$ cat config.mk
export PLATFORM = sky130hd
export DESIGN_NAME = game_sequencer
export DESIGN_NICKNAME = d
export VERILOG_FILES = /design/src/rtl/go_pkg.sv /design/src/rtl/move_arbiter.sv /design/src/rtl/game_sequencer.sv
export SDC_FILE = /design/constraint.sdc
export NUM_CORES = 1
export LEC_CHECK = 0
export ABC_AREA = 1
export BUFFER_PORTS_ARGS = -buffer_cell sky130_fd_sc_hd__clkbuf_2
export CAP_MARGIN = 40
export CELL_PAD_IN_SITES_DETAIL_PLACEMENT = 0
export CELL_PAD_IN_SITES_GLOBAL_PLACEMENT = 1
export CORE_AREA = 2 2 273 275
export CTS_BUF_LIST = sky130_fd_sc_hd__clkbuf_8
export CTS_CLUSTER_SIZE = 16
export DETAILED_ROUTE_END_ITERATION = 8
export DIE_AREA = 0 0 275 277
export PLACE_DENSITY = 0.55
export SYNTH_ARGS = -nofsm -noshare
export SYNTH_HDL_FRONTEND = slang
export SYNTH_SLANG_ARGS = --single-unit
export TNS_END_PERCENT = 20
$ cat constraint.sdc
create_clock -name clk_in -period 2.4 [get_ports clk_in]
set_input_delay 0.24 -clock clk_in [delete_from_list [all_inputs] [get_ports clk_in]]
set_output_delay 0.24 -clock clk_in [all_outputs]
set_load 0.01 [all_outputs]
$ cat src/rtl/go_pkg.sv
// Shared Go types: cell and board encodings, move and reject-code constants,
// and the sequencer state encoding.
package go_pkg;

  typedef logic [1:0] cell_t;
  typedef cell_t [8:0][8:0] board_t;

  localparam cell_t      EMPTY       = 2'b00;
  localparam cell_t      BLACK       = 2'b01;
  localparam cell_t      WHITE       = 2'b10;
  localparam cell_t      KO_SENTINEL = 2'b11;
  localparam logic [7:0] PASS_MOVE   = 8'hFF;
  localparam board_t     KO_CLEAR    = {81{KO_SENTINEL}};

  typedef enum logic [1:0] {
    WRONG_SRC = 2'd0,
    OFF_BOARD = 2'd1,
    OCCUPIED  = 2'd2,
    ILLEGAL   = 2'd3
  } reject_t;

  typedef enum logic [2:0] {
    S_IDLE, S_CHECK, S_LAUNCH, S_WAIT, S_COMMIT, S_REJECT, S_OVER
  } seq_state_t;

  function automatic logic on_board(input logic [7:0] mv);
    return (mv[7:4] <= 4'd8) && (mv[3:0] <= 4'd8);
  endfunction

endpackage

$ cat src/rtl/move_arbiter.sv
// Two-port fixed-priority valid/ready arbiter; port 0 wins, and the granted
// port index and move are held until the next grant.
module move_arbiter
  import go_pkg::*;
(
  input  logic            i_clk,
  input  logic            i_rst,
  input  logic            i_open,
  input  logic [1:0]      i_valid,
  input  logic [1:0][7:0] i_move,
  output logic [1:0]      o_ready,
  output logic            o_grant,
  output logic            o_port,
  output logic [7:0]      o_move
);

  logic [1:0] w_hs;
  logic       r_port;
  logic [7:0] r_move;

  // Port 1 is only readied when port 0 is not competing in the same cycle.
  assign o_ready[0] = i_open;
  assign o_ready[1] = i_open & ~i_valid[0];
  assign w_hs       = i_valid & o_ready;
  assign o_grant    = |w_hs;
  assign o_port     = r_port;
  assign o_move     = r_move;

  always_ff @(posedge i_clk) begin
    if (i_rst) begin
      r_port <= 1'b0;
      r_move <= PASS_MOVE;
    end else if (o_grant) begin
      r_port <= ~w_hs[0];
      r_move <= w_hs[0] ? i_move[0] : i_move[1];
    end
  end

endmodule

$ cat src/rtl/game_sequencer.sv
// Per-ply sequencer for board_updater: arbitrates the two move sources,
// pre-checks each move, launches the engine and owns the committed game state.
//
// state    | meaning
// S_IDLE   | accept a request; apply a pending or live new_game first
// S_CHECK  | source / bounds / occupancy checks on the latched move
// S_LAUNCH | upd_start pulse
// S_WAIT   | waiting for the engine verdict, watchdog running
// S_COMMIT | move_done pulse, state already updated
// S_REJECT | move_reject pulse with reject_code
// S_OVER   | two consecutive passes; only new_game leaves
module game_sequencer
  import go_pkg::*;
#(
  parameter int TIMEOUT_CYCLES = 4096,
  parameter int MOVE_CNT_W     = 9
) (
  input  logic                  clk_in,
  input  logic                  rst_in,
  input  logic                  new_game,
  input  logic [1:0]            color_src,
  input  logic [1:0]            req_valid,
  input  logic [1:0][7:0]       req_move,
  output logic [1:0]            req_ready,
  output logic                  move_done,
  output logic                  move_reject,
  output logic [1:0]            reject_code,
  output logic                  upd_start,
  output board_t                upd_board,
  output board_t                upd_ko_board,
  output logic                  upd_turn,
  output logic [7:0]            upd_move,
  input  board_t                upd_next_board,
  input  logic                  upd_valid,
  input  logic                  upd_invalid,
  output board_t                board,
  output logic                  turn,
  output logic [MOVE_CNT_W-1:0] move_count,
  output logic                  game_over,
  output logic                  timeout_err
);

  localparam int WD_W = $clog2(TIMEOUT_CYCLES + 1);

  seq_state_t            r_state;
  board_t                r_board;
  board_t                r_ko;
  logic                  r_turn;
  logic [MOVE_CNT_W-1:0] r_move_count;
  logic [1:0]            r_pass_cnt;
  logic                  r_game_over;
  logic                  r_timeout_err;
  logic                  r_ng_pend;
  logic                  r_move_done;
  logic                  r_move_reject;
  reject_t               r_reject_code;
  logic                  r_upd_start;
  logic [WD_W-1:0]       r_wd_cnt;

  logic                  w_rest_state;
  logic                  w_clear;
  logic                  w_open;
  logic                  w_grant;
  logic                  w_port;
  logic [7:0]            w_move;
  logic [3:0]            w_row;
  logic [3:0]            w_col;
  logic                  w_is_pass;

  assign w_rest_state = (r_state == S_IDLE) || (r_state == S_OVER);
  assign w_clear      = w_rest_state && (new_game || r_ng_pend);
  // A restart takes the whole IDLE cycle, so no request is accepted alongside it.
  assign w_open       = (r_state == S_IDLE) && !new_game && !r_ng_pend;
  assign w_row        = w_move[7:4];
  assign w_col        = w_move[3:0];
  assign w_is_pass    = (w_move == PASS_MOVE);

  move_arbiter u_arb (
    .i_clk   (clk_in),
    .i_rst   (rst_in),
    .i_open  (w_open),
    .i_valid (req_valid),
    .i_move  (req_move),
    .o_ready (req_ready),
    .o_grant (w_grant),
    .o_port  (w_port),
    .o_move  (w_move)
  );

  always_ff @(posedge clk_in) begin
    if (rst_in) begin
      r_state       <= S_IDLE;
      r_board       <= '0;
      r_ko          <= KO_CLEAR;
      r_turn        <= 1'b0;
      r_move_count  <= '0;
      r_pass_cnt    <= '0;
      r_game_over   <= 1'b0;
      r_timeout_err <= 1'b0;
      r_ng_pend     <= 1'b0;
      r_move_done   <= 1'b0;
      r_move_reject <= 1'b0;
      r_reject_code <= WRONG_SRC;
      r_upd_start   <= 1'b0;
      r_wd_cnt      <= '0;
    end else begin
      r_move_done   <= 1'b0;
      r_move_reject <= 1'b0;
      r_upd_start   <= 1'b0;
      if (new_game && !w_rest_state) r_ng_pend <= 1'b1;

      if (w_clear) begin
        r_state      <= S_IDLE;
        r_board      <= '0;
        r_ko         <= KO_CLEAR;
        r_turn       <= 1'b0;
        r_move_count <= '0;
        r_pass_cnt   <= '0;
        r_game_over  <= 1'b0;
        r_ng_pend    <= 1'b0;
      end else begin
        case (r_state)
          S_IDLE:   if (w_grant) r_state <= S_CHECK;
          S_CHECK: begin
            if (w_port != color_src[r_turn]) begin
              r_reject_code <= WRONG_SRC;
              r_move_reject <= 1'b1;
              r_state       <= S_REJECT;
            end else if (!w_is_pass && !on_board(w_move)) begin
              r_reject_code <= OFF_BOARD;
              r_move_reject <= 1'b1;
              r_state       <= S_REJECT;
            end else if (!w_is_pass && r_board[w_row][w_col] != EMPTY) begin
              r_reject_code <= OCCUPIED;
              r_move_reject <= 1'b1;
              r_state       <= S_REJECT;
            end else begin
              r_upd_start <= 1'b1;
              r_state     <= S_LAUNCH;
            end
          end
          S_LAUNCH: begin
            r_wd_cnt <= '0;
            r_state  <= S_WAIT;
          end
          S_WAIT: begin
            if (upd_invalid) begin
              r_reject_code <= ILLEGAL;
              r_move_reject <= 1'b1;
              r_state       <= S_REJECT;
            end else if (upd_valid) begin
              if (w_is_pass) begin
                r_ko       <= KO_CLEAR;
                r_pass_cnt <= r_pass_cnt + 1'b1;
              end else begin
                r_ko       <= r_board;
                r_board    <= upd_next_board;
                r_pass_cnt <= '0;
              end
              r_turn <= ~r_turn;
              if (r_move_count != '1) r_move_count <= r_move_count + 1'b1;
              r_move_done <= 1'b1;
              r_state     <= S_COMMIT;
            end else if (r_wd_cnt == WD_W'(TIMEOUT_CYCLES - 1)) begin
              r_reject_code <= ILLEGAL;
              r_move_reject <= 1'b1;
              r_timeout_err <= 1'b1;
              r_state       <= S_REJECT;
            end else begin
              r_wd_cnt <= r_wd_cnt + 1'b1;
            end
          end
          S_COMMIT: begin
            if (r_pass_cnt == 2'd2) begin
              r_game_over <= 1'b1;
              r_state     <= S_OVER;
            end else begin
              r_state <= S_IDLE;
            end
          end
          S_REJECT: r_state <= S_IDLE;
          S_OVER:   r_state <= S_OVER;
          default:  r_state <= S_IDLE;
        endcase
      end
    end
  end

  assign move_done    = r_move_done;
  assign move_reject  = r_move_reject;
  assign reject_code  = r_reject_code;
  assign upd_start    = r_upd_start;
  assign upd_board    = r_board;
  assign upd_ko_board = r_ko;
  assign upd_turn     = r_turn;
  assign upd_move     = w_move;
  assign board        = r_board;
  assign turn         = r_turn;
  assign move_count   = r_move_count;
  assign game_over    = r_game_over;
  assign timeout_err  = r_timeout_err;

endmodule

==> results.py <==
metrics = {
    "timing": {
        "drv_slew": 0,
        "min_period_ns": 2.284,
        "hold_viol": 0,
        "slew_headroom_pct": 57.65,
        "finalCritPeriodShare_pct": 95.16,
        "fmax_mhz": 437.9,
        "skew_ns": 0.03291,
        "rsz0062_at_grt": "true",
        "setup_viol": 0,
        "worstMarginPinSlew_ns": 0.6346,
    },
    "placed_design": {
        "dp_hpwl_um": 60620,
        "placed_cells": 3493,
        "gp_congestion": 0.8154,
        "io_buffers": 700,
    },
    "power": {
        "pwr-share-clk_pct": 46.3,
        "p_seq_share_pct": 43.0,
        "vdd_drop_max_uv": 311.3,
        "p_comb_share_pct": 10.7,
        "p_sw_share_pct": 26.66,
        "p_per_area_mw_per_mm2": 637.0,
        "leakage_nw": 10.16,
        "p_switching_w": 0.003847,
        "p_total_w": 0.01443,
        "internal_power_w": 0.01058,
    },
    "clock_network": {
        "cts.sinks": 369,
        "cts_tree": "done",
        "root_buffer": "clkbuf_8",
        "ctsLongestPathBuffers": 3,
        "path_clk_slew_ns": 0.06,
        "htree_levels": 3,
        "numCtsBuffers": 73,
        "clock_latency_ns": 0.65,
    },
    "global_routing": {
        "antenna_found_initial": 3,
        "grt_pass1_vias": 16458,
        "grt_start_max_net_pins": 102,
        "grtUsageTotal_pct": 19.78,
        "grt_pass1_wl_um": 110700,
        "overflow": 0,
    },
    "floorplanning": {
        "die_h_um": 277,
        "die_x_um": 275,
        "pin_count": 701,
        "dieArea_mm2": 0.07618,
        "coreArea_mm2": 0.07357,
        "start_util_pct": 20.90,
        "num_rows": 100,
    },
    "yosys": {
        "synth_edf_count": 0,
        "ys.warnings.count": 0,
        "synth-seq-cells": 369,
        "yosysSeqAreaShare_pct": 48.05,
        "synth.avg_cell_area_um2": 7.611,
        "synthCells": 2020,
        "ys_async_sr_fraction_pct": 0,
        "syn-cell-area_mm2": 0.01537,
        "ys.flop_type": "dfxtp_1",
        "synth_nets": 2211,
        "synth.distinct_cells": 36,
    },
    "route": {
        "drt_iter0_markers": 787,
        "route.detailed.drc": 0,
        "totalWireLength_um": 78380,
        "wire_per_inst_um": 20.64,
        "vias": 16858,
        "ant_nets": 0,
        "drt-vias-per-instance": 4.440,
        "firstDrtPassIters": 5,
    },
    "critical_path": {
        "worstPathMaxFanout": 16,
        "crit_type": "register to register",
        "crit_start": "u_arb.o_move[5]$_SDFFE_PP1P_",
        "critPathTopFamily": "simple AND/OR/NAND/NOR gates",
        "cp_slowest_cell": "dfxtp_2",
        "max_stage_delay_ns": 0.40,
        "cp.arrival_ns": 2.87,
        "r2r_cells": 17,
        "cp-start-kind": "register",
        "cpMostUsedCell": "nand2_1",
        "end_kind": "register",
        "required_ns": 2.99,
        "cp.depth": 17,
        "regToRegStartpoint": "u_arb.o_move[5]$_SDFFE_PP1P_",
        "worstPathCellList": "inv_2 > buf_12 > nor2_1 > nand2_1 > nand3_1 > nand3_1 > nand2_1 > nand2_1 > nand2_1 > nand2_1 > nand2_1 > nand3_2 > nand3_1 > nand2_1 > nand2_1 > nand2_1 > a21oi_1",
        "timing.critical_path.buf_inv": 2,
    },
    "final_layout": {
        "drive_gt1_share_pct": 32.93,
        "nets": 2970,
        "final_cell_mix": "700 x clkbuf_2, 367 x dfxtp_1, 350 x nor2_1",
        "areaGrowthSynthToFinish_pct": 47.31,
        "mostFrequentLayoutCell": "clkbuf_2",
        "fin_cells": 3797,
    },
    "run_status": {
        "outcome": "finished clean",
    },
    "worst_hold_path": {
        "hp-class": "input pin to register",
        "hold_start": "req_valid[0]",
        "hold_depth": 3,
    },
    "job": {
        "maxCapViolations": 0,
    },
}
[sequential cells by signal, summed over array words and instances, names as in the netlist, 2 cells and up]
register,count
board,162
upd_ko_board,162
r_wd_cnt,13
move_count,9
u_arb.o_move,8
r_state,3
r_pass_cnt,2
reject_code,2
[metal layers]
| metal | vias up | global-route usage (%) | routed length (um) |
|---|---|---|---|
| li1 | 8101 | - | - |
| met1 | 8022 | 24.80 | 33750 |
| met2 | 613 | 33.73 | 38200 |
| met3 | 120 | 4.474 | 4602 |
| met4 | 2 | 5.489 | 1814 |
| met5 | - | 0 | 11 |
[stage by stage]
stage / instance area [um^2] / setup TNS (ns) / hold slack [ns] / utilization (%) / setup WS, ns
after floorplan: 15370 / 0 / 0.3379 / - / 0.4274
after global placement: 19310 / -0.05090 / 0.4296 / 26.25 / -0.03119
after detailed placement: 19310 / -0.03913 / 0.4395 / 26.25 / -0.01971
after CTS: 22620 / 0 / 0.002546 / 30.74 / 0.08095
after global routing: 22650 / -0.04398 / 0.06312 / 30.79 / -0.02395
final: 22650 / 0 / 0.07048 / 30.79 / 0.1163
[cell families after synthesis]
logic type | Yosys count | share of synthesized area, %
flip-flops | 369 | 48.05
adder cells (fa/ha/maj) | 4 | 0.3255
AO/OA/AOI/OAI | 473 | 17.13
buffers and inverters | 383 | 13.91
AND/OR/NAND/NOR | 789 | 20.48
XOR/XNOR | 2 | 0.1140
[final timing paths]
path	end	slack (ns)
max	r_state[0]$_SDFFE_PP0P_	0.12
min	u_arb.o_move[3]$_SDFFE_PP1P_	0.07
max reg2reg	r_state[0]$_SDFFE_PP0P_	0.12
min reg2reg	r_wd_cnt[4]$_SDFFE_PP0P_	0.44
[synthesized netlist by cell type (all sizes together) (4+ instances only)]
master | number | share of area, %
dfxtp | 369 | 48
nor2 | 356 | 8.8
nand2 | 324 | 7.9
buf | 227 | 10
o21ai | 198 | 6.5
o22ai | 163 | 6.6
a21oi | 89 | 2.9
inv | 87 | 2.1
nand3 | 70 | 2.3
clkbuf | 69 | 1.7
nor3 | 26 | 0.85
o31ai | 11 | 0.54
nand4 | 8 | 0.37
ha | 4 | 0.33
o211ai | 4 | 0.20
[timing repair]
action,4_1_cts,5_1_grt
hold buffers,180,0
gates cloned,0,0
setup endpoints to repair,3,10
gates resized for setup,2,8
buffers inserted,0,0
hold endpoints to repair,176,0
[tightest hold or removal path, stage by stage]
cell      delay, ns
clkbuf_2       0.18
a21oi_1        0.17
o31ai_1        0.08
[area by class of cell]
type | instances | area, um^2
fillers | 8049 | 50920
flip-flops and latches | 369 | 7392
repair buffers | 980 | 6306
multi-input cells | 1268 | 5911
clock buffers | 89 | 1225
well taps | 969 | 1212
inverters | 87 | 334.1
clock inverters | 34 | 266.5
diodes | 1 | 2.502
[power groups by stage]
| stage | clock, W | combinational [W] | sequential, W |
|---|---|---|---|
| after floorplan | 0 | 0.000670 | 0.00632 |
| after global placement | 0 | 0.00128 | 0.00633 |
| after detailed placement | 0 | 0.00129 | 0.00633 |
| after CTS | 0.00695 | 0.00156 | 0.00619 |
| after global routing | 0.00722 | 0.00171 | 0.00620 |
| final | 0.00668 | 0.00155 | 0.00620 |
Power figures use the tool's default switching activity.
